`config.mk`:
```
export PLATFORM = sky130hd
export DESIGN_NAME = game_phase_ctrl
export DESIGN_NICKNAME = d
export VERILOG_FILES = /design/src/rtl/game_pkg.sv /design/src/rtl/sync_edge_detect.sv /design/src/rtl/game_phase_ctrl.sv
export SDC_FILE = /design/constraint.sdc
export NUM_CORES = 1
export LEC_CHECK = 0
export CAP_MARGIN = 20
export CORE_ASPECT_RATIO = 1.1
export CORE_MARGIN = 8
export CORE_UTILIZATION = 63
export DETAILED_ROUTE_END_ITERATION = 16
export DONT_BUFFER_PORTS = 1
export GPL_ROUTABILITY_DRIVEN = 0
export GPL_TIMING_DRIVEN = 0
export PLACE_DENSITY_LB_ADDON = 0.1
export SETUP_SLACK_MARGIN = 0.15
export SYNTH_ARGS = -nofsm -noshare
export SYNTH_HDL_FRONTEND = slang
export SYNTH_HIERARCHICAL = 1
export SYNTH_SLANG_ARGS = --single-unit
```
`constraint.sdc`:
```
create_clock -name clk -period 3.1 [get_ports clk]
set_input_delay 0.62 -clock clk [delete_from_list [all_inputs] [get_ports clk]]
set_output_delay 0.62 -clock clk [all_outputs]
set_load 0.01 [all_outputs]
```
`src/rtl/game_pkg.sv`:
```
// Shared encodings and default timing for the whack-a-mole phase sequencer.
package game_pkg;

  localparam int unsigned DISP_W          = 32;
  localparam int unsigned SECS_W          = 6;
  localparam int unsigned DEF_CLK_HZ      = 100_000_000;
  localparam int unsigned DEF_COUNTDOWN_S = 5;
  localparam int unsigned DEF_GAME_S      = 30;

  typedef enum logic [1:0] {
    PH_IDLE      = 2'd0,
    PH_COUNTDOWN = 2'd1,
    PH_PLAY      = 2'd2,
    PH_DONE      = 2'd3
  } phase_e;

endpackage

```
`src/rtl/sync_edge_detect.sv`:
```
// Two-flop synchronizer for an asynchronous level plus a one-cycle rising-edge pulse.
module sync_edge_detect (
  input  logic clk,
  input  logic reset,
  input  logic d,
  output logic pulse
);

  logic r_sync1;
  logic r_sync2;
  logic r_prev;

  always_ff @(posedge clk or negedge reset) begin
    if (!reset) begin
      r_sync1 <= 1'b0;
      r_sync2 <= 1'b0;
      r_prev  <= 1'b0;
    end else begin
      r_sync1 <= d;
      r_sync2 <= r_sync1;
      r_prev  <= r_sync2;
    end
  end

  assign pulse = r_sync2 & ~r_prev;

endmodule

```
`src/rtl/game_phase_ctrl.sv`:
```
// Whack-a-mole sequencer: IDLE -> countdown -> timed play with scoring -> game over.
module game_phase_ctrl #(
  parameter int unsigned CLK_HZ      = game_pkg::DEF_CLK_HZ,
  parameter int unsigned COUNTDOWN_S = game_pkg::DEF_COUNTDOWN_S,
  parameter int unsigned GAME_S      = game_pkg::DEF_GAME_S
) (
  input  logic        clk,
  input  logic        reset,
  input  logic        start,
  input  logic        hit,
  output logic        game_begin,
  output logic [1:0]  phase,
  output logic [31:0] display_value,
  output logic [5:0]  time_left,
  output logic        mole_enable,
  output logic        game_over
);

  import game_pkg::*;

  localparam int unsigned PRESC_W = (CLK_HZ > 1) ? $clog2(CLK_HZ) : 1;
  localparam logic [PRESC_W-1:0] PRESC_MAX   = PRESC_W'(CLK_HZ - 1);
  localparam logic [SECS_W-1:0]  SECS_CD     = SECS_W'(COUNTDOWN_S);
  localparam logic [SECS_W-1:0]  SECS_GAME   = SECS_W'(GAME_S);

  logic w_start_pulse;
  logic w_hit_pulse;
  logic w_counting;
  logic w_tick;

  phase_e              r_state, w_state_d;
  logic [PRESC_W-1:0]  r_presc, w_presc_d;
  logic [SECS_W-1:0]   r_secs, w_secs_d;
  logic [DISP_W-1:0]   r_score, w_score_d;

  logic [DISP_W-1:0]   r_disp, w_disp_d;
  logic [SECS_W-1:0]   r_time_left, w_time_left_d;
  logic                r_game_begin, r_mole, r_over;

  sync_edge_detect u_start_sync (
    .clk   (clk),
    .reset (reset),
    .d     (start),
    .pulse (w_start_pulse)
  );

  sync_edge_detect u_hit_sync (
    .clk   (clk),
    .reset (reset),
    .d     (hit),
    .pulse (w_hit_pulse)
  );

  assign w_counting = (r_state == PH_COUNTDOWN) || (r_state == PH_PLAY);
  assign w_tick     = w_counting && (r_presc == PRESC_MAX);

  always_comb begin
    w_state_d = r_state;
    w_secs_d  = r_secs;
    w_score_d = r_score;
    // Prescaler rests at 0 outside timed phases, so every timed phase starts a full second.
    if (!w_counting || w_tick) w_presc_d = '0;
    else                       w_presc_d = r_presc + 1'b1;

    case (r_state)
      PH_IDLE, PH_DONE: begin
        if (w_start_pulse) begin
          w_state_d = PH_COUNTDOWN;
          w_secs_d  = SECS_CD;
          w_presc_d = '0;
        end
      end
      PH_COUNTDOWN: begin
        if (w_tick) begin
          if (r_secs > 1) begin
            w_secs_d = r_secs - 1'b1;
          end else begin
            w_state_d = PH_PLAY;
            w_secs_d  = SECS_GAME;
            w_score_d = '0;
          end
        end
      end
      PH_PLAY: begin
        // A hit landing on the final tick still counts.
        if (w_hit_pulse && (r_score != '1)) w_score_d = r_score + 1'b1;
        if (w_tick) begin
          if (r_secs > 1) begin
            w_secs_d = r_secs - 1'b1;
          end else begin
            w_state_d = PH_DONE;
            w_secs_d  = '0;
          end
        end
      end
      default: w_state_d = PH_IDLE;
    endcase

    // Outputs are derived from next state so they update on the same edge as phase.
    case (w_state_d)
      PH_COUNTDOWN:     w_disp_d = {{(DISP_W - SECS_W){1'b0}}, w_secs_d};
      PH_PLAY, PH_DONE: w_disp_d = w_score_d;
      default:          w_disp_d = '0;
    endcase
    w_time_left_d = (w_state_d == PH_PLAY) ? w_secs_d : '0;
  end

  always_ff @(posedge clk or negedge reset) begin
    if (!reset) begin
      r_state      <= PH_IDLE;
      r_presc      <= '0;
      r_secs       <= '0;
      r_score      <= '0;
      r_disp       <= '0;
      r_time_left  <= '0;
      r_game_begin <= 1'b0;
      r_mole       <= 1'b0;
      r_over       <= 1'b0;
    end else begin
      r_state      <= w_state_d;
      r_presc      <= w_presc_d;
      r_secs       <= w_secs_d;
      r_score      <= w_score_d;
      r_disp       <= w_disp_d;
      r_time_left  <= w_time_left_d;
      r_game_begin <= (w_state_d == PH_PLAY) || (w_state_d == PH_DONE);
      r_mole       <= (w_state_d == PH_PLAY);
      r_over       <= (w_state_d == PH_DONE);
    end
  end

  assign phase         = r_state;
  assign display_value = r_disp;
  assign time_left     = r_time_left;
  assign game_begin    = r_game_begin;
  assign mole_enable   = r_mole;
  assign game_over     = r_over;

endmodule

```
Word-level counts from Yosys, hierarchy flattened
Index checks and enable logic that the tools add are counted.
{"block": "word_totals", "register_bits": 114, "elab_cells": 61}
{"block": "op_classes", "n_addsub": 3, "order_cmp": 1, "n_eq_ne": 8, "n_mux": 21, "bitwise_logic": 4, "n_reduce_logical": 9}
{"cell": "$pmux 32 s2", "count": 2}
{"cell": "$mux 32", "count": 3}
{"cell": "$mux 27", "count": 3}
{"cell": "$mux 6", "count": 6}
{"cell": "$add 32x1->32 const B", "count": 1}
{"cell": "$ne 32x32->1 const B", "count": 1}
{"cell": "$add 27x1->27 const B", "count": 1}
{"cell": "$eq 27x27->1 const B", "count": 1}
{"cell": "$pmux 6 s3", "count": 1}
{"cell": "$mux 2", "count": 5}
{"cell": "$eq 2x2->1 const B", "count": 4}
{"cell": "$gt 6x1->1 const B", "count": 1}
{"cell": "$pmux 2 s3", "count": 1}
{"cell": "$sub 6x1->6 const B", "count": 1}
{"cell": "$eq 2x1->1 const B", "count": 2}
{"cell": "$reduce_or 2->1", "count": 2}
{"cell": "$logic_or 1x1->1", "count": 3}
{"cell": "$and 1x1->1", "count": 2}
{"cell": "$logic_and 1x1->1", "count": 2}
{"cell": "$logic_not 2->1", "count": 1}
{"cell": "$not 1->1", "count": 2}
{"cell": "$logic_not 1->1", "count": 1}

Logic depth before layout (Yosys ltp)
Gate-level depths: netlist of run 1.
{"block": "depth", "depth_word": 8, "ltp_mapped": 11}

Hierarchy
Netlist of run 1, hierarchy kept.
{"mod": "game_phase_ctrl", "n_inst": 1, "cells_per_inst": 558, "area_per_inst_um2": 5412.7, "seq_area_each_um2": 2702.6}
{"mod": "sync_edge_detect", "n_inst": 2, "cells_per_inst": 4, "area_per_inst_um2": 88.8, "seq_area_each_um2": 75.1}

Worst setup path after synthesis of run 1
OpenSTA, ideal clock, no wires.
{"block": "synth_path", "path_kind": "register to register", "startpoint": "register r_state[0], in the netlist phase[0]", "endpoint": "register r_disp[4], in the netlist display_value[4]", "setup_ns": 0.078, "arrival_time_ns": 2.189, "required_ns": 3.022, "slack_ns": 0.833, "path_stages_with_launch": 10, "n_path_buf": 2, "synth_period_minus_slack_ns": 2.267, "cell_sequence": "dfrtp_1 > inv_1 > ha_1 > clkbuf_1 > o21bai_1 > o21ai_0 > a2bb2oi_2 > clkbuf_1 > nand2_1 > o2bb2ai_1"}
{"block": "synth_via", "elab_chain_cells": 8, "word_cells_on_any_way": 23}
{"item": "start, declared", "line_no": "game_phase_ctrl.sv:31", "source": "phase_e r_state, w_state_d;"}
{"item": "start signal, assigned", "line_no": "game_phase_ctrl.sv:120", "source": "r_state <= w_state_d;"}
{"item": "$eq 2x1->1 / $eq 2x2->1 (equally long branches)", "line_no": "game_phase_ctrl.sv:54, game_phase_ctrl.sv:65"}
{"item": "$logic_or 1x1->1", "line_no": "game_phase_ctrl.sv:54", "source": "assign w_counting = (r_state == PH_COUNTDOWN) || (r_state == PH_PLAY);"}
{"item": "$logic_and 1x1->1", "line_no": "game_phase_ctrl.sv:55", "source": "assign w_tick = w_counting && (r_presc == PRESC_MAX);"}
{"item": "$mux 2 (on tied branches)", "line_no": "game_phase_ctrl.sv:87, game_phase_ctrl.sv:74"}
{"item": "$pmux 2 s3", "line_no": "game_phase_ctrl.sv:65", "source": "case (r_state)"}
{"item": "$eq 2x2->1", "line_no": "game_phase_ctrl.sv:100", "source": "case (w_state_d)"}
{"item": "$reduce_or 2->1", "line_no": "game_phase_ctrl.sv:100"}
{"item": "$pmux 32 s2 (*)", "line_no": "game_phase_ctrl.sv:100"}
{"item": "named net w_disp_d[4]", "line_no": "game_phase_ctrl.sv:36", "source": "logic [DISP_W-1:0] r_disp, w_disp_d;"}
{"item": "end signal, assigned", "line_no": "game_phase_ctrl.sv:124", "source": "r_disp <= w_disp_d;"}
{"item": "end, declared", "line_no": "game_phase_ctrl.sv:36"}
Mark *: on every way through the listed nets, which the timed path passes. The rest lies on a longest branch.

Worst setup path after layout of run 1
{"block": "layout_path", "startpoint": "register r_secs[2]", "endpoint": "register r_disp[23], in the netlist display_value[23]"}
{"block": "layout_via", "word_cells_on_any_way": 14}
{"item": "start, declared", "line_no": "game_phase_ctrl.sv:33", "source": "logic [SECS_W-1:0] r_secs, w_secs_d;"}
{"item": "start signal, assigned", "line_no": "game_phase_ctrl.sv:122", "source": "r_secs <= w_secs_d;"}
{"item": "$gt 6x1->1", "line_no": "game_phase_ctrl.sv:75", "source": "if (r_secs > 1) begin"}
{"item": "$mux 32", "line_no": "game_phase_ctrl.sv:75"}
{"item": "$mux 32", "line_no": "game_phase_ctrl.sv:74", "source": "if (w_tick) begin"}
{"item": "$pmux 32 s2", "line_no": "game_phase_ctrl.sv:65"}
{"item": "named net w_score_d[23]", "line_no": "game_phase_ctrl.sv:34", "source": "logic [DISP_W-1:0] r_score, w_score_d;"}
{"item": "$pmux 32 s2", "line_no": "game_phase_ctrl.sv:100"}
{"item": "named net w_disp_d[23]", "line_no": "game_phase_ctrl.sv:36"}
The timed path passes the listed nets, and every way through them passes these cells.

==> metrics.yaml, run 1 <==
floorplanning:
  dieArea_mm2: 0.0121
  coreArea_mm2: 0.00874
  fp.dieW_um: 106
  die_h_um: 115
  ios: 47
  rows: 36
  initial_core_util: 0.640
synth:
  synth_cells: 566
  synth_nets: 576
  synth-main-ff-cell: "dfrtp_1"
  synth_edf_count: 0
  yosysSeqAreaShare: 0.510
  async_flop_share: 1.00
  synth_warnings: 6
  netlist_area_mm2: 0.00559
  ys_seq_elements: 114
  ys_types: 66
  syn_area_per_cell_um2: 9.88
finish:
  nFillCells: 651
  final_cell_mix: "dfrtp_1, nor2_1, nand2_1"
  layout-drive-gt1-share: 0.0917
  area_delta_synth_final_pct: 12.4
  diodes: 0
  final_common_cell: "dfrtp_1"
  nets: 597
flow_run:
  cap_violations: 0
placement:
  io_buffers: 0
  dpl.hpwl_um: 9150
  pre_cts_slack_ns: 0.0747
timing:
  worstMarginPinSlew_ns: 0.751
  finalCritPeriodShare: 0.929
  fin_worst_skew_ns: 0.0131
  finalSetupTns_ns: 0
  finalCriticalPeriod_ns: 2.88
  setup_ws_ns: 0.220
  finalHoldViolCount: 114
  setup_violations: 0
  rsz0062_at_grt: "no"
  finalMaxSlewViolations: 0
  fmax_mhz: 347
  hold_slack_ns: -0.208
  slew_headroom: 0.495
critical_path:
  worstSetupStartpointType: "register"
  rrSetupSlack_ns: 0.22
  endpoint_kind: "register"
  cpMostUsedCell: "and2_1"
  critPathBufInv: 1
  worstSetupPathType: "register to register"
  cp.arrival_ns: 3.28
  critical_path_required_ns: 3.50
  slowest_stage: "nor3_1"
  worst-path-max-fanout: 10
  cp_top_family: "simple AND/OR/NAND/NOR gates"
  cp_cell_sequence: "nor3_1 > and2_1 > nand3_2 > a21oi_1 > buf_2 > a31oi_1 > and2_1"
  slowest_delay_ns: 0.64
clocking:
  cts_buffers: 17
  cts.path.max_buffers: 2
  htree_levels: 4
  cts.clk_slew.worst_paths_ns: 0.05
  clk_latency_ns: 0.52
  root_buffer: "clkbuf_8"
  cts_tree: "yes"
  cts.sinks: 114
power_and_ir_drop:
  power_leakage_nw: 2.84
  peakVddDrop_uv: 342
  cellPowerDensity_mw_per_mm2: 631
grt:
  grt_overflow: 0
  grt_use_met3: 0.0645
  grtUsageMet1: 0.292
  grt_pass1_vias: 4658
  grt_pass1_wl_um: 23300
  grt_antenna_before_repair: 0
  grt_start_max_net_pins: 115
  use_met2: 0.389
  grt_usage: 0.241
  top_usage_layer: "met2"
run_status:
  outcome: "complete, but fails checks"
  violations: "negative hold slack"
drt:
  dr.pass1.iters: 5
  wl_per_cell_um: 19.4
  drt-initial-drc-count: 433
  vias_per_cell: 6.53
  drc: 0
  ant_nets: 0
  drt-total-wl_um: 13800
  vias: 4662
worst_hold_path:
  min_path_type: "input pin to async pin"
timing repair:
| item | 4_1_cts | 5_1_grt |
|---|---|---|
| buffers inserted | 0 | 2 |
| pin swaps | 0 | 1 |
| endpoints found under the setup margin | 14 | 32 |
| endpoints found under the hold margin | 114 | 114 |
| gates resized for setup | 3 | 6 |
worst reg2reg max path: stages, from the launching register on:
cell	delay, ns
dfrtp_1	0.44
nor3_1	0.64
and2_1	0.36
nand3_2	0.16
a21oi_1	0.48
buf_2	0.34
a31oi_1	0.15
and2_1	0.19
logic make-up (layout without fill, tap and decap cells):
group	count (synthesis)	after routing	share of synthesized area
buffers and inverters	49	83	0.0356
DFF	114	114	0.510
adders and majority gates	6	6	0.0134
and+or+nand+nor	236	236	0.231
muxes	4	4	0.00716
AOI/OAI and AO/OA	133	133	0.165
xor gates and xnor gates	24	24	0.0376
cells in the mapped netlist (all sizes together) (3+ instances only):
library cell  number  share of area
dfrtp            114           0.51
nor2              50          0.034
nand2             40          0.027
nand3             34          0.031
a21oi             26          0.023
o21ai             25          0.022
a31oi             23          0.026
and2              22          0.025
nand4             20          0.023
and3              19          0.021
clkbuf            19          0.013
inv               18          0.012
xnor2             12          0.019
xor2              12          0.019
buf               11          0.010
nor3              10         0.0098
and4               9          0.014
nor2b              7          0.011
nor4               7          0.011
or3                7         0.0087
a211oi             6         0.0081
a41oi              6         0.0094
ha                 6          0.013
o31ai              6         0.0081
a21boi             4         0.0054
mux2i              4         0.0072
a211o              3         0.0047
a22oi              3         0.0040
a311oi             3         0.0047
o2bb2ai            3         0.0047
o311ai             3         0.0047
o31a               3         0.0047
metal layers:
layer	share of wire	routed length, µm
met4	0.027	369
met5	0	0
met1	0.41	5670
met2	0.50	6920
met3	0.062	863
final timing paths:
path                                    start            endpoint  cells after the start
max                                 r_secs[2]   display_value[23]                      7
min                                     reset         mole_enable                      0
max reg2reg                         r_secs[2]   display_value[23]                      7
min reg2reg                u_hit_sync/r_sync1  u_hit_sync/r_sync2                      0
max in group asynchronous               reset    display_value[9]                      0
min in group clk                          hit  u_hit_sync/r_sync1                      0
per-stage QoR:
stage	total power [mW]	cells	utilization	area (µm²)
floorplan	2.05	566	-	5590
global placement	2.21	680	0.656	5730
finish	3.97	714	0.719	6280
CTS	3.97	712	0.717	6260
global route	4.12	714	0.719	6280
detailed placement	2.23	680	0.656	5730
final cells by class:
cell class	count	area, µm²	area share
Sequential cell	114	2850	0.454
Multi-Input combinational cell	403	2540	0.405
Clock buffer	26	468	0.0745
Tap cell	114	143	0.0227
Buffer	30	134	0.0213
Inverter	19	71.3	0.0114
Clock inverter	6	55.1	0.00876
Timing Repair Buffer	2	15.0	0.00239
flip-flops by register name, summed over array words and instances, names as in the netlist:
register	count
display_value	32
r_score	32
mole_enable	1
game_over	1
r_secs	6
u_hit_sync/r_sync2	1
time_left	6
r_presc	27
game_begin	1
phase	2
u_start_sync/r_sync1	1
u_hit_sync/r_prev	1
u_hit_sync/r_sync1	1
u_start_sync/r_sync2	1
u_start_sync/r_prev	1
power by group:
part	switching [mW]	internal (mW)	total, mW
Clock	0.628	1.10	1.72
Combinational	0.461	0.195	0.656
Sequential	0.0509	1.54	1.59
No activity file was read; power rests on OpenSTA's default activity.
==> run 2: changes to the inputs <==
--- a/config.mk
+++ b/config.mk
@@ -14,8 +14,10 @@
 export GPL_ROUTABILITY_DRIVEN = 0
 export GPL_TIMING_DRIVEN = 0
 export PLACE_DENSITY_LB_ADDON = 0.1
+export RECOVER_POWER = 100
 export SETUP_SLACK_MARGIN = 0.15
 export SYNTH_ARGS = -nofsm -noshare
 export SYNTH_HDL_FRONTEND = slang
 export SYNTH_HIERARCHICAL = 1
 export SYNTH_SLANG_ARGS = --single-unit
+export TNS_END_PERCENT = 100
==> run 2 against run 1 <==
The flow still finishes with violations (negative hold slack). Die area unchanged. Fmax down 3.0%. Clock-buffer cell count did not move. Sequential power barely moved. Routed wire length fell by 0.19%. Combinational power shrank 1%. Register-to-register slack got worse by 0.09 ns. Sequential cell count is the same. First-iteration DRC count down 1.4%. Total power down 0.29%. Final cell count did not move. Core utilization is 0.14 points lower. Critical path type unchanged. Largest cell class unchanged.
==> metrics.yaml, run 2 (synthesis gave the netlist of run 1 again) <==
clocking:
  root_buffer: "clkbuf_8"
  cts.sinks: 114
  cts_buffers: 17
  cts_tree: "yes"
  clk_latency_ns: 0.52
  htree_levels: 4
  cts.path.max_buffers: 2
  cts.clk_slew.worst_paths_ns: 0.05
timing:
  finalMaxSlewViolations: 0
  fin_worst_skew_ns: 0.00853
  rsz0062_at_grt: "no"
  slew_headroom: 0.461
  hold_slack_ns: -0.203
  fmax_mhz: 337
  finalCriticalPeriod_ns: 2.97
  worstMarginPinSlew_ns: 0.802
  setup_violations: 0
  finalHoldViolCount: 114
  finalSetupTns_ns: 0
  finalCritPeriodShare: 0.958
power_and_ir_drop:
  peakVddDrop_uv: 341
  power_leakage_nw: 2.82
  cellPowerDensity_mw_per_mm2: 631
grt:
  grt_start_max_net_pins: 115
  grt_pass1_vias: 4658
  grt_usage: 0.241
  grt_antenna_before_repair: 0
  grt_overflow: 0
  grt_pass1_wl_um: 23300
finish:
  nFillCells: 656
  nets: 597
  final_cell_mix: "dfrtp_1, nor2_1, nand2_1"
  diodes: 0
  layout-drive-gt1-share: 0.0850
  area_delta_synth_final_pct: 12.1
  final_common_cell: "dfrtp_1"
floorplanning:
  initial_core_util: 0.640
  dieArea_mm2: 0.0121
  fp.dieW_um: 106
  die_h_um: 115
  rows: 36
  coreArea_mm2: 0.00874
  ios: 47
drt:
  ant_nets: 0
  drt-total-wl_um: 13800
  vias: 4655
  dr.pass1.iters: 6
  drt-initial-drc-count: 427
  drc: 0
  wl_per_cell_um: 19.3
  vias_per_cell: 6.52
critical_path:
  cp.arrival_ns: 3.37
  worstSetupStartpointType: "register"
  endpoint_kind: "register"
  rr_startpoint: "r_secs[2]"
  worst-path-max-fanout: 10
  critical_path_required_ns: 3.50
  cp-startpoint: "r_secs[2]"
  worstSetupPathType: "register to register"
run_status:
  outcome: "complete, but fails checks"
  violations: "negative hold slack"
worst_hold_path:
  min_path_type: "input pin to async pin"
placement:
  dpl.hpwl_um: 9150
  io_buffers: 0
flow_run:
  cap_violations: 0
[run 2: cell types whose count changed in the layout (fill, tap and decap cells not counted), moves of 3 or more]
cell,before,now
buf_2,9,6
clkbuf_1,21,25
and2_0,1,9
and2_1,21,13
[run 2: repair_timing]
action / CTS / global route
pin swaps: 0 / 1
setup buffers: 0 / 2
setup endpoints to repair: 14 / 32
endpoints found under the hold margin: 114 / 114
resized for setup: 3 / 6
[run 2: final cells by class]
cell class | count | area, µm² | area share
sequential | 114 | 2850 | 0.455
multi-input combinational | 403 | 2530 | 0.404
clock buffer | 26 | 468 | 0.0747
clock inverter | 6 | 55.1 | 0.00878
inverter | 19 | 71.3 | 0.0114
tap | 114 | 143 | 0.0228
buffer | 30 | 130 | 0.0208
timing repair buffer | 2 | 15.0 | 0.00240
[run 2: metal layers]
metal	up-vias	share of wire	global-route usage
met4	0	0.028	0.122
met1	2269	0.40	0.292
li1	2118	-	-
met2	228	0.50	0.389
met5	-	0	0
met3	40	0.074	0.0645
[run 2: critical path: stages, from the launching register on]
cell and delay [ns]:
dfrtp_1 0.43, nor3_1 0.68, and2_0 0.41, nand3_2 0.17
a21oi_1 0.49, buf_2 0.33, a31oi_1 0.14, and2_1 0.19
[run 2: through the flow]
| step | utilization | area (µm²) | instances | setup WS [ns] | power (mW) |
|---|---|---|---|---|---|
| floorplan | - | 5590 | 566 | 0.833 | 2.05 |
| global placement | 0.656 | 5730 | 680 | 0.104 | 2.21 |
| detailed placement | 0.656 | 5730 | 680 | 0.0747 | 2.23 |
| CTS | 0.717 | 6260 | 712 | 0.184 | 3.97 |
| global route | 0.717 | 6270 | 714 | 0.0859 | 4.12 |
| finish | 0.717 | 6270 | 714 | 0.129 | 3.95 |
[run 2: report_power, final]
group          internal, mW  leakage [nW]  switching, mW
sequential             1.54          1.57         0.0505
clock                  1.10         0.261          0.624
combinational         0.187         0.990          0.462
total                  2.82          2.82           1.14
[run 2: final timing paths]
path                                       to  slack (ns)  depth (start not counted)
min in group clk           u_hit_sync/r_sync1        0.13                          0
min reg2reg                u_hit_sync/r_sync2        0.35                          0
max                         display_value[23]        0.13                          7
min                               mole_enable       -0.20                          0
max in group asynchronous    display_value[9]        3.14                          0
max reg2reg                 display_value[23]        0.13                          7
